### src/rtl/falafel_pkg.sv
// Shared types and defaults for the falafel memory-side blocks.
package falafel_pkg;

    localparam int DATA_W    = 32;
    localparam int MAX_OUTST = 4;

    typedef struct packed {
        logic              is_write;
        logic              is_cas;
        logic [DATA_W-1:0] addr;
        logic [DATA_W-1:0] data;
    } mem_req_t;

    // Reads and CAS return data; plain writes are fire-and-forget.
    function automatic logic is_rpr(input mem_req_t req);
        return req.is_cas | ~req.is_write;
    endfunction

endpackage

### src/rtl/falafel_id_fifo.sv
// Small FIFO of channel IDs for requests awaiting a memory response.
// Head is read combinationally so responses can be routed in the same cycle.
module falafel_id_fifo #(
    parameter int WIDTH = 2,
    parameter int DEPTH = 4,
    localparam int CNT_W = $clog2(DEPTH + 1)
) (
    input  logic             clk_i,
    input  logic             rst_ni,
    input  logic             push,
    input  logic [WIDTH-1:0] push_id,
    input  logic             pop,
    output logic [WIDTH-1:0] head_id,
    output logic             full,
    output logic             empty,
    output logic [CNT_W-1:0] count
);
    localparam int PTR_W = (DEPTH > 1) ? $clog2(DEPTH) : 1;

    logic [WIDTH-1:0] mem_reg [DEPTH];
    logic [PTR_W-1:0] wr_ptr_reg;
    logic [PTR_W-1:0] rd_ptr_reg;
    logic [CNT_W-1:0] count_reg;
    logic [CNT_W-1:0] count_next;
    logic             full_reg;
    logic             empty_reg;
    logic             do_push;
    logic             do_pop;

    function automatic logic [PTR_W-1:0] ptr_inc(input logic [PTR_W-1:0] p);
        return (p == PTR_W'(DEPTH - 1)) ? '0 : p + 1'b1;
    endfunction

    assign do_push = push & ~full_reg;
    assign do_pop  = pop & ~empty_reg;

    always_comb begin
        count_next = count_reg;
        case ({do_push, do_pop})
            2'b10:   count_next = count_reg + 1'b1;
            2'b01:   count_next = count_reg - 1'b1;
            default: count_next = count_reg;
        endcase
    end

    // Flags are registered from the next count so consumers see clean state.
    always_ff @(posedge clk_i or negedge rst_ni) begin
        if (!rst_ni) begin
            wr_ptr_reg <= '0;
            rd_ptr_reg <= '0;
            count_reg  <= '0;
            full_reg   <= 1'b0;
            empty_reg  <= 1'b1;
        end else begin
            if (do_push) wr_ptr_reg <= ptr_inc(wr_ptr_reg);
            if (do_pop)  rd_ptr_reg <= ptr_inc(rd_ptr_reg);
            count_reg <= count_next;
            full_reg  <= (count_next == CNT_W'(DEPTH));
            empty_reg <= (count_next == '0);
        end
    end

    always_ff @(posedge clk_i) begin
        if (do_push) mem_reg[wr_ptr_reg] <= push_id;
    end

    assign head_id = mem_reg[rd_ptr_reg];
    assign full    = full_reg;
    assign empty   = empty_reg;
    assign count   = count_reg;

endmodule

### src/rtl/falafel_mem_arb.sv
// Round-robin arbiter sharing one memory port among NUM_CH channels, with
// grant locking during stalls and in-order response routing by channel ID.
module falafel_mem_arb #(
    parameter int NUM_CH    = 4,
    parameter int DATA_W    = falafel_pkg::DATA_W,
    parameter int MAX_OUTST = falafel_pkg::MAX_OUTST,
    localparam int ID_W     = (NUM_CH > 1) ? $clog2(NUM_CH) : 1,
    localparam int CNT_W    = $clog2(MAX_OUTST + 1)
) (
    input  logic                                clk_i,
    input  logic                                rst_ni,
    input  logic [NUM_CH-1:0]                   ch_req_val_i,
    output logic [NUM_CH-1:0]                   ch_req_rdy_o,
    input  falafel_pkg::mem_req_t [NUM_CH-1:0]  ch_req_i,
    output logic [NUM_CH-1:0]                   ch_rsp_val_o,
    input  logic [NUM_CH-1:0]                   ch_rsp_rdy_i,
    output logic [DATA_W-1:0]                   ch_rsp_data_o,
    output logic                                mem_req_val_o,
    input  logic                                mem_req_rdy_i,
    output logic                                mem_req_is_write_o,
    output logic                                mem_req_is_cas_o,
    output logic [DATA_W-1:0]                   mem_req_addr_o,
    output logic [DATA_W-1:0]                   mem_req_data_o,
    input  logic                                mem_rsp_val_i,
    output logic                                mem_rsp_rdy_o,
    input  logic [DATA_W-1:0]                   mem_rsp_data_i,
    output logic [CNT_W-1:0]                    outstanding_o
);
    import falafel_pkg::*;

    logic [ID_W-1:0]   rr_ptr_reg;
    logic              lock_reg;
    logic [ID_W-1:0]   lock_id_reg;
    logic [NUM_CH-1:0] elig;
    logic [ID_W:0]     pick;
    logic [ID_W-1:0]   grant;
    logic              grant_val;
    logic              hs;
    mem_req_t          gnt_req;
    logic              fifo_full;
    logic              fifo_empty;
    logic              fifo_pop;
    logic [ID_W-1:0]   head_id;

    // Returns {found, index} of the first set bit at or after ptr, wrapping.
    function automatic logic [ID_W:0] rr_pick(input logic [NUM_CH-1:0] req,
                                              input logic [ID_W-1:0]   ptr);
        logic [ID_W:0] res;
        int            idx;
        res = '0;
        for (int i = NUM_CH - 1; i >= 0; i--) begin
            idx = (int'(ptr) + i) % NUM_CH;
            if (req[idx]) res = {1'b1, ID_W'(idx)};
        end
        return res;
    endfunction

    generate
        for (genvar gi = 0; gi < NUM_CH; gi++) begin : g_ch
            // Response-producing requests wait while the ID FIFO is full.
            assign elig[gi]         = ch_req_val_i[gi] & (~is_rpr(ch_req_i[gi]) | ~fifo_full);
            assign ch_req_rdy_o[gi] = hs & (grant == ID_W'(gi));
            assign ch_rsp_val_o[gi] = mem_rsp_val_i & ~fifo_empty & (head_id == ID_W'(gi));
        end
    endgenerate

    always_comb begin
        pick      = rr_pick(elig, rr_ptr_reg);
        grant     = pick[ID_W-1:0];
        grant_val = pick[ID_W];
        if (lock_reg) begin
            grant     = lock_id_reg;
            grant_val = elig[lock_id_reg];
        end
        gnt_req = grant_val ? ch_req_i[grant] : '0;
    end

    assign hs                 = grant_val & mem_req_rdy_i;
    assign mem_req_val_o      = grant_val;
    assign mem_req_is_write_o = gnt_req.is_write;
    assign mem_req_is_cas_o   = gnt_req.is_cas;
    assign mem_req_addr_o     = gnt_req.addr;
    assign mem_req_data_o     = gnt_req.data;

    always_ff @(posedge clk_i or negedge rst_ni) begin
        if (!rst_ni) begin
            rr_ptr_reg  <= '0;
            lock_reg    <= 1'b0;
            lock_id_reg <= '0;
        end else if (hs) begin
            rr_ptr_reg <= (grant == ID_W'(NUM_CH - 1)) ? '0 : grant + 1'b1;
            lock_reg   <= 1'b0;
        end else if (grant_val) begin
            lock_reg    <= 1'b1;
            lock_id_reg <= grant;
        end
    end

    assign mem_rsp_rdy_o = ~fifo_empty & ch_rsp_rdy_i[head_id];
    assign fifo_pop      = mem_rsp_val_i & mem_rsp_rdy_o;
    assign ch_rsp_data_o = mem_rsp_data_i;

    falafel_id_fifo #(
        .WIDTH (ID_W),
        .DEPTH (MAX_OUTST)
    ) u_id_fifo (
        .clk_i   (clk_i),
        .rst_ni  (rst_ni),
        .push    (hs & is_rpr(gnt_req)),
        .push_id (grant),
        .pop     (fifo_pop),
        .head_id (head_id),
        .full    (fifo_full),
        .empty   (fifo_empty),
        .count   (outstanding_o)
    );

endmodule

### config.mk
export PLATFORM = sky130hd
export DESIGN_NAME = falafel_mem_arb
export DESIGN_NICKNAME = d
export VERILOG_FILES = /design/src/rtl/falafel_pkg.sv /design/src/rtl/falafel_id_fifo.sv /design/src/rtl/falafel_mem_arb.sv
export SDC_FILE = /design/constraint.sdc
export NUM_CORES = 1
export LEC_CHECK = 0
export CAP_MARGIN = 20
export CORE_AREA = 4 4 163 165
export CTS_BUF_LIST = sky130_fd_sc_hd__clkbuf_8 sky130_fd_sc_hd__clkbuf_16
export DETAILED_ROUTE_END_ITERATION = 10
export DIE_AREA = 0 0 167 169
export PLACE_DENSITY_LB_ADDON = 0.15
export SYNTH_ARGS = -nofsm -noshare
export SYNTH_HDL_FRONTEND = slang
export SYNTH_SLANG_ARGS = --single-unit
### constraint.sdc
create_clock -name clk_i -period 5.1 [get_ports clk_i]
set_input_delay 1.53 -clock clk_i [delete_from_list [all_inputs] [get_ports clk_i]]
set_output_delay 1.53 -clock clk_i [all_outputs]
set_load 0.005 [all_outputs]
Word level (Yosys, flattened, before mapping)

Memories as Yosys holds them, arrays and structs flattened.
Index checks and enable logic that the tools add are counted.

Bits in latches: 0
Input port bits: 308
Register bits after elaboration: 14
Logic and storage cells: 118
Bits in writable memories: 8
Bits in read-only memories: 0
Memories: 1

Reduce and logical (&&, ||, !) cells: 8
Shift operators: 0
$lt $le $gt $ge: 7
Multiply operators: 0
Bitwise operators: 43
Div/mod/pow operators: 0
Mux-type cells: 32
Add/subtract/negate cells: 8
Eq/ne operators: 11

Memory list:

| name              | words | width | read ports | clocked after Yosys merged registers in | wr ports | RTL line              | source |
|---|---|---|---|---|---|---|---|
| u_id_fifo.mem_reg | 4     | 2     | 1          | 0                                       | 1        | falafel_id_fifo.sv:20 | `logic [WIDTH-1:0] mem_reg [DEPTH];` |

Operator list:

| kind                  | count |
|---|---|
| $bmux W66 S2          | 1 |
| $mux W66              | 2 |
| $and A1 B1 Y1         | 19 |
| $eq A2 B2 Y1 const B  | 7 |
| $mux W1               | 14 |
| $bmux W1 S2           | 6 |
| $lt A2 B3 Y1 const B  | 4 |
| $lt A3 B4 Y1 const B  | 3 |
| $mux W3               | 4 |
| $not A1 Y1            | 12 |
| $or A1 B1 Y1          | 9 |
| $add A2 B1 Y2 const B | 4 |
| $mux W2               | 4 |
| $eq A2 B1 Y1 const B  | 3 |
| $pmux W3 S2           | 1 |
| $reduce_or A2 Y1      | 3 |
| $add A2 B2 Y2 const B | 2 |
| $logic_not A2 Y1      | 2 |
| $add A3 B1 Y3 const B | 1 |
| $and A1 B1 Y1 const A | 3 |
| $eq A3 B3 Y1 const B  | 1 |
| $logic_not A3 Y1      | 1 |
| $sub A3 B1 Y3 const B | 1 |
| $reduce_and A2 Y1     | 1 |
| $reduce_bool A2 Y1    | 1 |

Logic depth before layout (Yosys ltp)

Gate-level depths: netlist (run 1).

Depth after elaboration: 23
Depth in mapped cells: 17
Gate-level depth less buffers: 15

Cells and area by module

A second synthesis (run 1) with hierarchy kept.

Cell total of the unflattened synthesis: 441
Area, all modules: 4117.7 um2

Modules (own cells, without submodules):

| module          | seq. area each (um2) | instances | cells an instance | area each (um2) |
|---|---|---|---|---|
| falafel_mem_arb | 125.1                | 1         | 381               | 3316.9 |
| falafel_id_fifo | 466.7                | 1         | 60                | 800.8 |

Worst setup path after synthesis (run 1)

Ideal clock, no wire load.

Path kind: input-to-output
Start: input ch_req_i[64] in the netlist's numbering
End: output ch_req_rdy_o[3]
Setup slack: 0.307 ns
Required time: 3.570 ns
Arrival time: 3.263 ns
Stages on the path: 10
Cells stage by stage: and2b_1 o2111ai_1 and3b_1 a22oi_1 buf_2 buf_2 buf_2 inv_1 ha_1 and3_1

Cells in the longest elaborated chain, start to end: 14
Elaborated cells between the ends (all ways): 26
Classes of those cells: 1 x eq/ne; 19 x mux; 6 x bitwise

Ends and longest elaborated chain:

| element                                     | RTL line              | source |
|---|---|---|
| start, declared                             | falafel_mem_arb.sv:14 | `input falafel_pkg::mem_req_t [NUM_CH-1:0] ch_req_i,` |
| $or A1 B1 Y1 (*)                            | falafel_pkg.sv:16     | `return req.is_cas \| ~req.is_write;` |
| $not A1 Y1 (*)                              | falafel_mem_arb.sv:61 | `assign elig[gi] = ch_req_val_i[gi] & (~is_rpr(ch_req_i[gi]) \| ~fifo_full);` |
| $or A1 B1 Y1 (*)                            | falafel_mem_arb.sv:61 |  |
| $and A1 B1 Y1 (*)                           | falafel_mem_arb.sv:61 |  |
| $bmux W1 S2                                 | falafel_mem_arb.sv:53 | `if (req[idx]) res = {1'b1, ID_W'(idx)};` |
| $mux W1 (implied by the code) (2 in series) | falafel_mem_arb.sv:53 |  |
| $mux W3 (3 in series)                       | falafel_mem_arb.sv:53 |  |
| $mux W3 (*)                                 | falafel_mem_arb.sv:53 |  |
| $mux W2 (*)                                 | falafel_mem_arb.sv:71 | `if (lock_reg) begin` |
| via grant[1]                                | falafel_mem_arb.sv:36 | `logic [ID_W-1:0] grant;` |
| $eq A2 B2 Y1 (*)                            | falafel_mem_arb.sv:62 | `assign ch_req_rdy_o[gi] = hs & (grant == ID_W'(gi));` |
| $and A1 B1 Y1 (*)                           | falafel_mem_arb.sv:62 |  |
| end, declared                               | falafel_mem_arb.sv:13 | `output logic [NUM_CH-1:0] ch_req_rdy_o,` |

The timed path passes the listed nets; every way through them passes the cells marked *. The select of a mux whose other input is x is not followed.

Worst setup path after layout (run 1)

Start: input ch_req_i[262] in the netlist's numbering
End: output ch_req_rdy_o[2]

Cells in the longest elaborated chain, start to end: 14
Elaborated cells between the ends (all ways): 26
Classes of those cells: 1 x eq/ne; 19 x mux; 6 x bitwise

Ends and longest elaborated chain:

| element                                              | RTL line |
|---|---|
| $or A1 B1 Y1 (*)                                     | falafel_pkg.sv:16 |
| $not A1 Y1 (*)                                       | falafel_mem_arb.sv:61 |
| $or A1 B1 Y1 (*)                                     | falafel_mem_arb.sv:61 |
| $and A1 B1 Y1 (*)                                    | falafel_mem_arb.sv:61 |
| $bmux W1 S2                                          | falafel_mem_arb.sv:53 |
| $mux W1 (implied by the code) (2 in series)          | falafel_mem_arb.sv:53 |
| $mux W3 (4 in series)                                | falafel_mem_arb.sv:53 |
| $mux W2 / $mux W1 (equally long branches)            | falafel_mem_arb.sv:71 |
| $eq A2 B2 Y1 / $and A1 B1 Y1 (equally long branches) | falafel_mem_arb.sv:62, falafel_mem_arb.sv:78 |
| $and A1 B1 Y1 (*)                                    | falafel_mem_arb.sv:62 |

Mark *: on every way between the ends. The rest lies on a longest branch, timed or not. The select of a mux whose other input is x is not followed.

==> results of run 1 <==
## path summary, 6_finish.rpt
| path | startpoint | to | slack [ns] | depth (start not counted) |
|---|---|---|---|---|
| min in group asynchronous | rst_ni | u_id_fifo.rd_ptr_reg[0] | 1.67 | 1 |
| min | u_id_fifo.count[2] | u_id_fifo.count[2] | 0.51 | 1 |
| min reg2reg | u_id_fifo.count[2] | u_id_fifo.count[2] | 0.51 | 1 |
| max in group asynchronous | rst_ni | u_id_fifo.wr_ptr_reg[1] | 3.02 | 1 |
| max | ch_req_i[262] | ch_req_rdy_o[2] | -0.12 | 14 |
| max reg2reg | u_id_fifo.full | u_id_fifo.full | 1.07 | 20 |
## report_power, final
group | leakage, nW | switching [mW] | internal (mW)
clock | 0.0385 | 0.0595 | 0.105
combinational | 4.33 | 2.37 | 3.36
sequential | 0.236 | 0.100 | 0.267
total | 4.61 | 2.53 | 3.73
## stage by stage
stage	cells	cell area, um2
finish	1320	9890
global route	1320	9890
CTS	1308	9660
detailed placement	1227	8420
global placement	1227	8420
floorplan	555	4230
## repair_timing
item | in CTS | in global routing
pin swaps | 36 | 71
cloned | 13 | 2
setup buffers | 64 | 22
hold buffers | 0 | 0
gates resized for setup | 392 | 87
setup endpoints to repair | 71 | 71
## cell type report
cell class / instances / area, um2 / area share, %
well taps: 330 / 413 / 4.18
flip-flops and latches: 22 / 592 / 5.99
multi-input cells: 447 / 3550 / 35.9
inverters: 14 / 71.3 / 0.721
clock buffers: 3 / 75.1 / 0.759
repair buffers: 503 / 5180 / 52.4
clock inverters: 1 / 3.75 / 0.0380
## worst register-to-register path, stage by stage (launching register included)
cell,delay (ns)
dfrtp_1,0.76
inv_4,0.14
o21ai_4,0.25
buf_6,0.13
o31ai_4,0.07
a22oi_2,0.19
buf_4,0.15
buf_8,0.12
buf_12,0.13
buf_4,0.12
mux2i_2,0.26
and3_1,0.25
nor4_4,0.06
inv_1,0.09
ha_1,0.16
inv_1,0.05
fa_1,0.37
xor2_1,0.15
nor2_1,0.13
xor2_1,0.23
nor2b_1,0.16
## synth_stat cells (7+ instances only)
cell type	n	area share, %
nor2_1	8	0.71
buf_4	33	5.9
dfrtp_1	13	7.7
and3_1	71	10
a21oi_1	8	0.95
mux2i_1	131	31
buf_1	8	0.71
nand2_1	141	13
clkbuf_1	14	1.2
nand3_1	7	0.83
buf_2	17	2.0
inv_1	12	1.1
edfxtp_1	8	5.7
ha_1	10	3.0
## cells in the final DEF, fill, tap and decap left out, types with 4 or more instances in the layout
cell             synthesis  final
clkdlybuf4s50_1          0    271
nand2_1                141    133
mux2i_1                131    106
buf_4                   33     69
and3_1                  71     55
buf_6                    0     50
buf_2                   17     43
buf_12                   0     28
mux2i_2                  0     18
and3_4                   0     16
dfrtp_1                 13     13
inv_1                   12     11
clkbuf_2                 0     11
ha_1                    10     10
buf_16                   0     10
nor2_1                   8      8
buf_8                    0      8
edfxtp_1                 8      8
mux2i_4                  0      7
nand3_1                  7      6
nand2_2                  0      6
a21oi_1                  8      5
clkbuf_16                0      5
clkdlybuf4s15_2          0      5
mux4_2                   4      4
nor3_1                   4      4
and2_1                   4      4
## cells by family (layout without fill, tap and decap cells)
group / after synthesis / in the layout / share of synthesized area [%]
simple gates: 254 / 254 / 29.4
compound gates: 39 / 39 / 6.83
xor+xnor: 3 / 3 / 0.621
fa+ha+maj: 11 / 11 / 3.43
flops: 22 / 22 / 14.0
mux: 140 / 140 / 34.6
buf+inv: 86 / 521 / 11.1
## metal layers
| layer | vias up | share of wire (%) | GRT usage, % | wire length [um] |
|---|---|---|---|---|
| met5 | - | 0 | 0 | 0 |
| met4 | 0 | 0.87 | 1.57 | 220 |
| met3 | 17 | 6.8 | 4.18 | 1710 |
| met2 | 208 | 52 | 31.0 | 13200 |
| met1 | 2529 | 40 | 19.5 | 10100 |
| li1 | 2790 | - | - | - |
==> out/metrics.yaml, run 1 <==
outcome:
  outcome: "finished, violations left"
  violations: "negative setup slack"
die:
  dieHeight_um: 169
  initial_core_util_pct: 16.9
  fp.dieW_um: 167
  die_area_um2: 28200
  core-area_um2: 25000
  ios: 419
  rows: 58
sta:
  setup_tns_ns: -1.23
  relSlewSlack_pct: 55.8
  fmax_ghz: 0.192
  fin_skew_ns: 0.00135
  min_period_ns: 5.22
  maxSlewViolCount: 0
  tightest_slew_ns: 0.663
  fin_crit_sh_pct: 102
  final-hold-violation-count: 0
  timing.hold.ws_ns: 0.511
  rsz0062_at_grt: "yes"
  setup_viol: 34
  fin_ws_ns: -0.115
critical_path:
  path_cells: "buf_6, and2b_2, o21ai_4, buf_4, a311oi_2, a22oi_2, nand3_4, buf_12, inv_16, buf_4, buf_4, ha_1, and3_1, clkdlybuf4s15_2"
  cp_max_fo: 7
  required_ns: 3.57
  crit_buf_inv: 7
  cp_slowest_cell: "a311oi_2"
  crit_top_cell: "buf_4"
  crit_family: "buffers and inverters"
  crit_path_max_incr_delay_ns: 0.30
  crit_arrival_ns: 3.69
  critical_path_class: "input pin to primary output"
  cp-start-kind: "input pin"
  endpoint_kind: "primary output"
layout:
  nNetsFinal: 1310
  antenna_cells: 0
  largest_reg_flops: 8
  areaGrowthSynthToFinish_pct: 134
  fillCellCount: 2603
  drive_above_1_share_pct: 32.0
  final_util_pct: 39.5
grt:
  antenna_found_initial: 0
  track_usage_pct: 16.5
  gr-total-overflow: 0
  grt_pass1_wl_mm: 36.0
  grt_pass1_vias: 5771
  grt_max_degree: 32
place:
  dp_hpwl_mm: 18.9
  place.gp.congestion: 0.877
  post-place-ws_ns: -0.812
  io_buffers: 354
logic_synthesis:
  synthDistinctLibCells: 54
  synth_fp_nets: 874
  netlist_instances: 555
  yosys_register_bits: 22
  synth_edf_count: 8
  synthArstFlopShare_pct: 63.6
  avgSynthCellArea_um2: 7.63
  yosysSeqAreaShare_pct: 14.0
  synth_warnings: 0
  syn_area_um2: 4230
  synth_ff_type: "dfrtp_1"
clock_tree:
  cts_tree: "done"
  h-tree-depth: 1
  path_clk_slew_ns: 0.06
  clk_path_buf_depth: 2
  numCtsBuffers: 3
  cts-root-buf: "clkbuf_16"
  insertion_delay_ns: 0.25
  cts_sinks: 22
power_and_ir_drop:
  ir_worst_vdd_uv: 287
  power_density_nw_per_um2: 633
  power.total_mw: 6.26
  cellLeakagePower_nw: 4.61
route:
  drt_iter0_markers: 121
  vias: 5544
  wirelength_mm: 25.2
  route.detailed.drc: 0
  drtPass1Iterations: 4
  wire_per_inst_um: 19.1
  viasPerCell: 4.20
  ant_nets: 0
min_path:
  holdCritPathClass: "flop to flop"
flow_run:
  cap_violations: 0
Power figures use the tool's default switching activity.
==> inputs of run 2 (changes only) <==
--- a/config.mk
+++ b/config.mk
@@ -10,6 +10,7 @@
 export CTS_BUF_LIST = sky130_fd_sc_hd__clkbuf_8 sky130_fd_sc_hd__clkbuf_16
 export DETAILED_ROUTE_END_ITERATION = 10
 export DIE_AREA = 0 0 167 169
+export GPL_ROUTABILITY_DRIVEN = 0
 export PLACE_DENSITY_LB_ADDON = 0.15
 export SYNTH_ARGS = -nofsm -noshare
 export SYNTH_HDL_FRONTEND = slang
==> results of run 2 <==
Final layout, timing and power as in run 1 (identical DEF).
